### src/rtl/srrc_coef_loader_pkg.sv
// Shared definitions for the SRRC coefficient loader.
// Holds the FSM state encoding and the last-beat index as a function of N.
// Optional build macro: SRRC_COEF_SYMMETRIC_EN (half-length symmetric load).
package srrc_coef_loader_pkg;

  typedef enum logic [1:0] {
    IDLE = 2'd0,
    LOAD = 2'd1,
    FULL = 2'd2
  } state_t;

  // Index of the beat that completes a coefficient set.
  function automatic int last_idx(input int n);
`ifdef SRRC_COEF_SYMMETRIC_EN
    return n / 2 - 1;
`else
    return n - 1;
`endif
  endfunction

endpackage

### src/rtl/srrc_coef_bank.sv
// N x W coefficient register bank with one write port and a full-width read.
// Ports: clk/reset; we/addr/wdata single-word write (mirror also writes N-1-addr);
//        ld/ld_data parallel load of all N words; rd_data packed read, word k at [W*k +: W].
module srrc_coef_bank #(
  parameter int N  = 16,
  parameter int W  = 16,
  parameter int AW = (N > 1) ? $clog2(N) : 1
) (
  input  logic           clk,
  input  logic           reset,
  input  logic           we,
  input  logic           mirror,
  input  logic [AW-1:0]  addr,
  input  logic [W-1:0]   wdata,
  input  logic           ld,
  input  logic [N*W-1:0] ld_data,
  output logic [N*W-1:0] rd_data
);

  logic [W-1:0]  mem_q [N];
  logic [W-1:0]  mem_d [N];
  logic [AW-1:0] mir_addr;

  assign mir_addr = AW'(N - 1) - addr;

  // A parallel load takes precedence over a word write.
  always_comb begin
    for (int k = 0; k < N; k++) begin
      mem_d[k] = mem_q[k];
      if (ld) begin
        mem_d[k] = ld_data[k*W +: W];
      end else if (we && ((addr == AW'(k)) || (mirror && (mir_addr == AW'(k))))) begin
        mem_d[k] = wdata;
      end
    end
  end

  always_ff @(posedge clk or posedge reset) begin
    if (reset) begin
      for (int k = 0; k < N; k++) mem_q[k] <= '0;
    end else begin
      for (int k = 0; k < N; k++) mem_q[k] <= mem_d[k];
    end
  end

  always_comb begin
    rd_data = '0;
    for (int k = 0; k < N; k++) rd_data[k*W +: W] = mem_q[k];
  end

endmodule

### src/rtl/srrc_coef_loader.sv
// Streams SRRC coefficients into a shadow bank and swaps it atomically into the
// active bank driving H on commit; H changes only on a commit edge.
// Ports: clk, reset (async, active-high); load_start/commit command pulses;
//        coef_in/coef_valid/coef_ready beat handshake; H/H_valid active set;
//        busy (not IDLE); cmd_err one-cycle pulse on an illegal command.
// Build macro: SRRC_COEF_SYMMETRIC_EN loads N/2 beats, each written to k and N-1-k.
module srrc_coef_loader
  import srrc_coef_loader_pkg::*;
#(
  parameter int N = 16,
  parameter int W = 16
) (
  input  logic           clk,
  input  logic           reset,
  input  logic           load_start,
  input  logic [W-1:0]   coef_in,
  input  logic           coef_valid,
  output logic           coef_ready,
  input  logic           commit,
  output logic [W*N-1:0] H,
  output logic           H_valid,
  output logic           busy,
  output logic           cmd_err
);

  localparam int            IW   = (N > 1) ? $clog2(N) : 1;
  localparam logic [IW-1:0] LAST = IW'(last_idx(N));
`ifdef SRRC_COEF_SYMMETRIC_EN
  localparam logic MIRROR = 1'b1;
`else
  localparam logic MIRROR = 1'b0;
`endif

  state_t        state_q, state_d;
  logic [IW-1:0] idx_q, idx_d;
  logic          coef_ready_q, coef_ready_d;
  logic          busy_q, busy_d;
  logic          cmd_err_q, cmd_err_d;
  logic          h_valid_q, h_valid_d;

  logic          beat;
  logic          sh_we;
  logic          act_ld;
  logic [N*W-1:0] shadow_rd;

  // coef_ready_q is high exactly while in LOAD.
  assign beat = coef_valid & coef_ready_q;

  always_comb begin
    state_d   = state_q;
    idx_d     = idx_q;
    cmd_err_d = 1'b0;
    h_valid_d = h_valid_q;
    sh_we     = 1'b0;
    act_ld    = 1'b0;
    case (state_q)
      IDLE: begin
        cmd_err_d = commit;
        if (load_start) begin
          state_d = LOAD;
          idx_d   = '0;
        end
      end
      LOAD: begin
        cmd_err_d = commit | load_start;
        // Restart wins over a simultaneous beat; the shadow keeps stale words.
        if (load_start) begin
          idx_d = '0;
        end else if (beat) begin
          sh_we = 1'b1;
          if (idx_q == LAST) begin
            state_d = FULL;
          end else begin
            idx_d = idx_q + 1'b1;
          end
        end
      end
      FULL: begin
        if (commit) begin
          act_ld    = 1'b1;
          h_valid_d = 1'b1;
          cmd_err_d = load_start;
          state_d   = IDLE;
        end else if (load_start) begin
          state_d = LOAD;
          idx_d   = '0;
        end
      end
      default: begin
        state_d = IDLE;
        idx_d   = '0;
      end
    endcase
    coef_ready_d = (state_d == LOAD);
    busy_d       = (state_d != IDLE);
  end

  always_ff @(posedge clk or posedge reset) begin
    if (reset) begin
      state_q      <= IDLE;
      idx_q        <= '0;
      coef_ready_q <= 1'b0;
      busy_q       <= 1'b0;
      cmd_err_q    <= 1'b0;
      h_valid_q    <= 1'b0;
    end else begin
      state_q      <= state_d;
      idx_q        <= idx_d;
      coef_ready_q <= coef_ready_d;
      busy_q       <= busy_d;
      cmd_err_q    <= cmd_err_d;
      h_valid_q    <= h_valid_d;
    end
  end

  srrc_coef_bank #(.N(N), .W(W), .AW(IW)) u_shadow (
    .clk     (clk),
    .reset   (reset),
    .we      (sh_we),
    .mirror  (MIRROR),
    .addr    (idx_q),
    .wdata   (coef_in),
    .ld      (1'b0),
    .ld_data ('0),
    .rd_data (shadow_rd)
  );

  srrc_coef_bank #(.N(N), .W(W), .AW(IW)) u_active (
    .clk     (clk),
    .reset   (reset),
    .we      (1'b0),
    .mirror  (1'b0),
    .addr    ('0),
    .wdata   ('0),
    .ld      (act_ld),
    .ld_data (shadow_rd),
    .rd_data (H)
  );

  assign coef_ready = coef_ready_q;
  assign busy       = busy_q;
  assign cmd_err    = cmd_err_q;
  assign H_valid    = h_valid_q;

endmodule
### config.mk
export PLATFORM = sky130hd
export DESIGN_NAME = srrc_coef_loader
export DESIGN_NICKNAME = d
export VERILOG_FILES = /design/src/rtl/srrc_coef_loader_pkg.sv /design/src/rtl/srrc_coef_bank.sv /design/src/rtl/srrc_coef_loader.sv
export SDC_FILE = /design/constraint.sdc
export NUM_CORES = 1
export LEC_CHECK = 0
export ABC_AREA = 1
export CAP_MARGIN = 20
export CORE_UTILIZATION = 40
export DETAILED_ROUTE_END_ITERATION = 12
export SLEW_MARGIN = 20
export SYNTH_ARGS = -nofsm -noshare
export SYNTH_HDL_FRONTEND = slang
export SYNTH_SLANG_ARGS = --single-unit
### constraint.sdc
create_clock -name clk -period 29 [get_ports clk]
set_input_delay 7.25 -clock clk [delete_from_list [all_inputs] [get_ports clk]]
set_output_delay 7.25 -clock clk [all_outputs]
set_load 0.02 [all_outputs]
==> flow_metrics.env, run 1 <==
export IMPL_syn_inst=2160
export IMPL_antenna_found_initial=0
export IMPL_layout_cells_non_filler=3090
export IMPL_cts_htree_levels=2
export IMPL_clk_pin_slew_ns=0.06
export IMPL_start_util_pct=40.54
export IMPL_comb_power_share_pct=5.2
export IMPL_final_common_cell="nand2_1"
export IMPL_clockPowerShare_pct=44.2
export IMPL_most_common_layout_cells="nand2_1, dfrtp_1, clkdlybuf4s50_1"
export IMPL_gp_congestion=0.8276
export IMPL_core_um2=48950
export IMPL_sw_frac_of_total_pct=23.52
export IMPL_hold_viol=0
export IMPL_yosysUniqueCellTypes=21
export IMPL_die_y_um=224.7
export IMPL_required_ns=29.48
export IMPL_cts_tree="done"
export IMPL_status="completed"
export IMPL_post_cts_setup_buffers=0
export IMPL_ios=281
export IMPL_yosys_warnings=0
export IMPL_critPathArrivalTime_ns=10.65
export IMPL_fill_cells=4592
export IMPL_p_leak_nw=12.91
export IMPL_cts_resized=0
export IMPL_rows=81
export IMPL_drt_vias_per_instance=4.911
export IMPL_place_area_um2=23040
export IMPL_multi_input_area_um2=6045
export IMPL_synthTopCellsByArea="dfrtp_1, nand2_1, o21ai_0"
export IMPL_routed_wl_mm=56.86
export IMPL_maxCapViolCount=0
export IMPL_cts_buffers=53
export IMPL_nets=2413
export IMPL_crit_fanout=85
export IMPL_holdWs_ns=0.4657
export IMPL_pwr_share_seq_pct=50.6
export IMPL_area_growth_pct=25.06
export IMPL_die_area_um2=50500
export IMPL_grt_max_degree=172
export IMPL_period_share_pct=35.06
export IMPL_grt_pass1_vias=14800
export IMPL_placed_cells=2996
export IMPL_first_iter_violations=1518
export IMPL_stdcell_area_um2=24820
export IMPL_ctsHoldBuffers=0
export IMPL_total_power_mw=1.573
export IMPL_syn_area_per_cell_um2=9.186
export IMPL_p_switching_uw=369.8
export IMPL_start_kind="primary input"
export IMPL_hpwl_mm=34.99
export IMPL_slew_headroom_pct=30.85
export IMPL_dp_slack_ns=18.14
export IMPL_worst_pin_slew_ns=1.037
export IMPL_final_antenna_net_count=0
export IMPL_seq_area_frac_synth_pct=65.83
export IMPL_synth_top_cell_area_share_pct=65.83
export IMPL_criticalPathCategory="primary input to register"
export IMPL_utilization_pct=50.69
export IMPL_worstRegToRegCells=7
export IMPL_drcViolationCount=0
export IMPL_grt_use_total_pct=22.83
export IMPL_first_pass_iters=6
export IMPL_min_path_type="register to register"
export IMPL_die_w_um=224.7
export IMPL_diodes=0
export IMPL_powerDensity_nw_per_um2=63.37
export IMPL_hold_depth=2
export IMPL_layout_area_seq_um2=13060
export IMPL_syn_nets=2185
export IMPL_slew_violations=0
export IMPL_skew_ns=0.01569
export IMPL_synth_seq_cells=522
export IMPL_synth_area_leader_cell="dfrtp_1"
export IMPL_rsz0062_at_grt="false"
export IMPL_syn_cell_area_um2=19840
export IMPL_cts_root_buffer="clkbuf_16"
export IMPL_cts_sinks=522
export IMPL_grt_overflow_total=0
export IMPL_grt_pass1_wl_mm=88.22
export IMPL_internal_power_mw=1.203
export IMPL_period_needed_ns=10.17
export IMPL_fin_tns_setup_ns=0
export IMPL_cp_end_kind="register"
export IMPL_clk_latency_ns=0.59
export IMPL_ir_drop_uv=35.89
export IMPL_io_buffers=280
export IMPL_vias=15170
export IMPL_finalSetupViolCount=0
export IMPL_cts_buffer_depth=3
export IMPL_max_freq_mhz=98.36
export IMPL_finalWorstSetupSlack_ns=18.83
export IMPL_drive_above_1_share_pct=4.740
export IMPL_wire_per_inst_um=18.40
==> cell usage after synthesis <==
cell type / count
nand2_1: 1165
dfrtp_1: 522
o21ai_0: 147
nand3_1: 120
clkbuf_1: 52
buf_2: 49
inv_1: 34
nor2_1: 19
buf_1: 16
buf_6: 9
nand3_4: 6
nand4_1: 6
ha_1: 4
a21oi_1: 3
inv_2: 2
a22oi_1: 1
buf_8: 1
clkinv_1: 1
nand2_2: 1
nor3_4: 1
or2_2: 1
==> critical path: stages <==
cell	delay [ns]
clkdlybuf4s50_1	0.45
nand2_1	0.13
nor3_4	0.18
buf_4	0.44
buf_4	0.81
nand2_1	0.86
o21ai_0	0.43
==> final timing paths <==
check / from / to / slack, ns
setup / recovery: coef_valid / u_shadow.rd_data[13] / 18.83
hold / removal: u_shadow.rd_data[217] / u_active.rd_data[217] / 0.47
setup reg to reg: state_q[1] / u_shadow.rd_data[13] / 25.48
hold reg to reg: u_shadow.rd_data[217] / u_active.rd_data[217] / 0.47
max in group asynchronous: reset / u_active.rd_data[85] / 20.25
min in group asynchronous: reset / u_active.rd_data[52] / 7.23
==> cells by family after synthesis <==
logic type      share of synthesized area [%]
simple gates                            26.29
flops                                   65.83
buf+inv                                 3.809
compound gates                          3.821
fa+ha+maj                              0.2522
==> sequential cells by signal (all words and copies together), names as in the netlist <==
| name | flops |
|---|---|
| H_valid | 1 |
| u_shadow.rd_data | 256 |
| u_active.rd_data | 256 |
| cmd_err | 1 |
| state_q | 2 |
| busy | 1 |
| idx_q | 4 |
| coef_ready | 1 |
==> layout make-up <==
class | count | share of cell area (%)
clock buffer | 73 | 5.940
clock inverter | 20 | 1.099
inverter | 37 | 0.6202
multi-input combinational | 1474 | 24.36
sequential | 522 | 52.64
tap | 664 | 3.348
timing repair buffer | 300 | 12.00
==> power by group through the flow <==
| stage | registers (mW) | clock network [mW] | logic, mW |
|---|---|---|---|
| after floorplan | 0.802 | 0 | 0.0592 |
| after global placement | 0.806 | 0 | 0.0801 |
| after detailed placement | 0.807 | 0 | 0.0833 |
| after CTS | 0.795 | 0.707 | 0.0837 |
| after global routing | 0.800 | 0.736 | 0.0960 |
| final | 0.795 | 0.695 | 0.0825 |
==> per-layer routing <==
layer  vias up  track usage, %  part of all wire, %
li1       7179               -                    -
met1      7535           33.32                   47
met3        63           4.246                  5.5
met4         0           5.003                  1.7
met2       397           35.46                   46
met5         -               0                    0
Note: power is estimated with default switching activity, not from simulation.
==> run 2: changes to the inputs <==
==> constraint.sdc (replaced) <==
create_clock -name clk -period 9 [get_ports clk]
set_input_delay 2.25 -clock clk [delete_from_list [all_inputs] [get_ports clk]]
set_output_delay 2.25 -clock clk [all_outputs]
set_load 0.02 [all_outputs]
==> run 2 against run 1 <==
Critical path depth shrank 1. Global-route usage grew 0.38 points. Combinational power grew to 3.2 times the previous value. Utilization grew 0.28 points.
==> flow_metrics.env, run 2 (same netlist as run 1, synthesis figures left out) <==
export IMPL_status="completed"
export IMPL_post_cts_setup_buffers=0
export IMPL_holdWs_ns=0.4578
export IMPL_cts_root_buffer="clkbuf_16"
export IMPL_rows=81
export IMPL_nets=2414
export IMPL_grt_pass1_wl_mm=89.36
export IMPL_max_freq_mhz=211.9
export IMPL_worst_pin_slew_ns=0.9889
export IMPL_antenna_found_initial=0
export IMPL_grt_max_degree=179
export IMPL_start_util_pct=40.54
export IMPL_drt_vias_per_instance=4.893
export IMPL_crit_fanout=131
export IMPL_final_common_cell="nand2_1"
export IMPL_cts_buffer_depth=3
export IMPL_grt_overflow_total=0
export IMPL_clk_pin_slew_ns=0.06
export IMPL_first_pass_iters=5
export IMPL_slew_violations=0
export IMPL_min_path_type="register to register"
export IMPL_period_share_pct=52.43
export IMPL_die_y_um=224.7
export IMPL_period_needed_ns=4.719
export IMPL_drive_above_1_share_pct=5.343
export IMPL_finalSetupViolCount=0
export IMPL_ctsHoldBuffers=0
export IMPL_ios=281
export IMPL_cp_end_kind="register"
export IMPL_rsz0062_at_grt="false"
export IMPL_core_um2=48950
export IMPL_grt_pass1_vias=14820
export IMPL_powerDensity_nw_per_um2=206.5
export IMPL_skew_ns=0.02170
export IMPL_critPathArrivalTime_ns=5.25
export IMPL_hpwl_mm=35.57
export IMPL_start_kind="primary input"
export IMPL_hold_viol=0
export IMPL_io_buffers=280
export IMPL_final_antenna_net_count=0
export IMPL_slew_headroom_pct=34.07
export IMPL_cts_resized=0
export IMPL_cts_tree="done"
export IMPL_die_w_um=224.7
export IMPL_wire_per_inst_um=18.49
export IMPL_routed_wl_mm=57.27
export IMPL_gp_congestion=0.8370
export IMPL_die_area_um2=50500
export IMPL_most_common_layout_cells="nand2_1, dfrtp_1, clkdlybuf4s50_1"
export IMPL_total_power_mw=5.154
export IMPL_first_iter_violations=1517
export IMPL_fill_cells=4625
export IMPL_required_ns=9.53
export IMPL_cts_sinks=522
export IMPL_grt_use_total_pct=23.21
export IMPL_fin_tns_setup_ns=0
export IMPL_maxCapViolCount=0
export IMPL_p_leak_nw=12.99
export IMPL_drcViolationCount=0
export IMPL_ir_drop_uv=138.1
export IMPL_vias=15160
export IMPL_area_growth_pct=25.75
export IMPL_criticalPathCategory="primary input to register"
export IMPL_clk_latency_ns=0.60
export IMPL_cts_htree_levels=2
export IMPL_cts_buffers=55
## run 2: cell count changes in the layout (fill, tap and decap cells not counted), sizes merged
cell,delta
diode,+1
clkbuf,+6
clkinv,+4
inv,-1
buf,-1
bufinv,-1
## run 2: metrics by stage
step	area [um^2]	worst slack, ns	cells	util, %
floorplan	19850	-0.3422	2160	-
global placement	23060	3.705	2995	47.10
detailed placement	23070	3.659	2996	47.12
CTS	24930	4.281	3097	50.94
global route	24950	4.030	3097	50.97
finish	24950	4.281	3098	50.98
## run 2: routing by layer
| layer | vias to the layer above | global-route usage [%] | routed length (um) |
|---|---|---|---|
| met5 | - | 0 | 0 |
| met4 | 0 | 7.615 | 1733 |
| met3 | 97 | 4.690 | 3414 |
| met2 | 439 | 34.99 | 25940 |
| met1 | 7440 | 33.52 | 26190 |
| li1 | 7184 | - | - |
## run 2: layout make-up
cell class	count	area, um^2	area share [%]
Inverter	37	150.1	0.6017
Timing Repair Buffer	299	2990	11.98
Clock inverter	22	250.2	1.003
Clock buffer	79	1617	6.478
Multi-Input combinational cell	1474	6050	24.24
Tap cell	664	830.8	3.329
Antenna cell	1	2.502	0.01003
Sequential cell	522	13060	52.35
## run 2: power by group
| group | total [mW] | internal [mW] | switching (mW) |
|---|---|---|---|
| clock network | 2.33 | 1.39 | 0.940 |
| logic | 0.266 | 0.0761 | 0.190 |
| registers | 2.56 | 2.48 | 0.0752 |
## run 2: final timing paths
kind                                        from               endpoint  slack [ns]  cells past startpoint
max                                       commit  u_active.rd_data[213]        4.28                      6
min                        u_shadow.rd_data[236]  u_active.rd_data[236]        0.46                      2
max reg2reg                           state_q[0]  u_active.rd_data[213]        5.93                      6
min reg2reg                u_shadow.rd_data[236]  u_active.rd_data[236]        0.46                      2
max in group asynchronous                  reset  u_active.rd_data[127]        5.46                      3
min in group asynchronous                  reset  u_active.rd_data[182]        2.14                      2
## run 2: worst max-delay path, stage by stage
cell and delay, ns:
clkdlybuf4s50_1 0.58, nand3_4 0.53, inv_8 0.78, buf_4 0.81
nand2_1 0.12, nand2_1 0.09
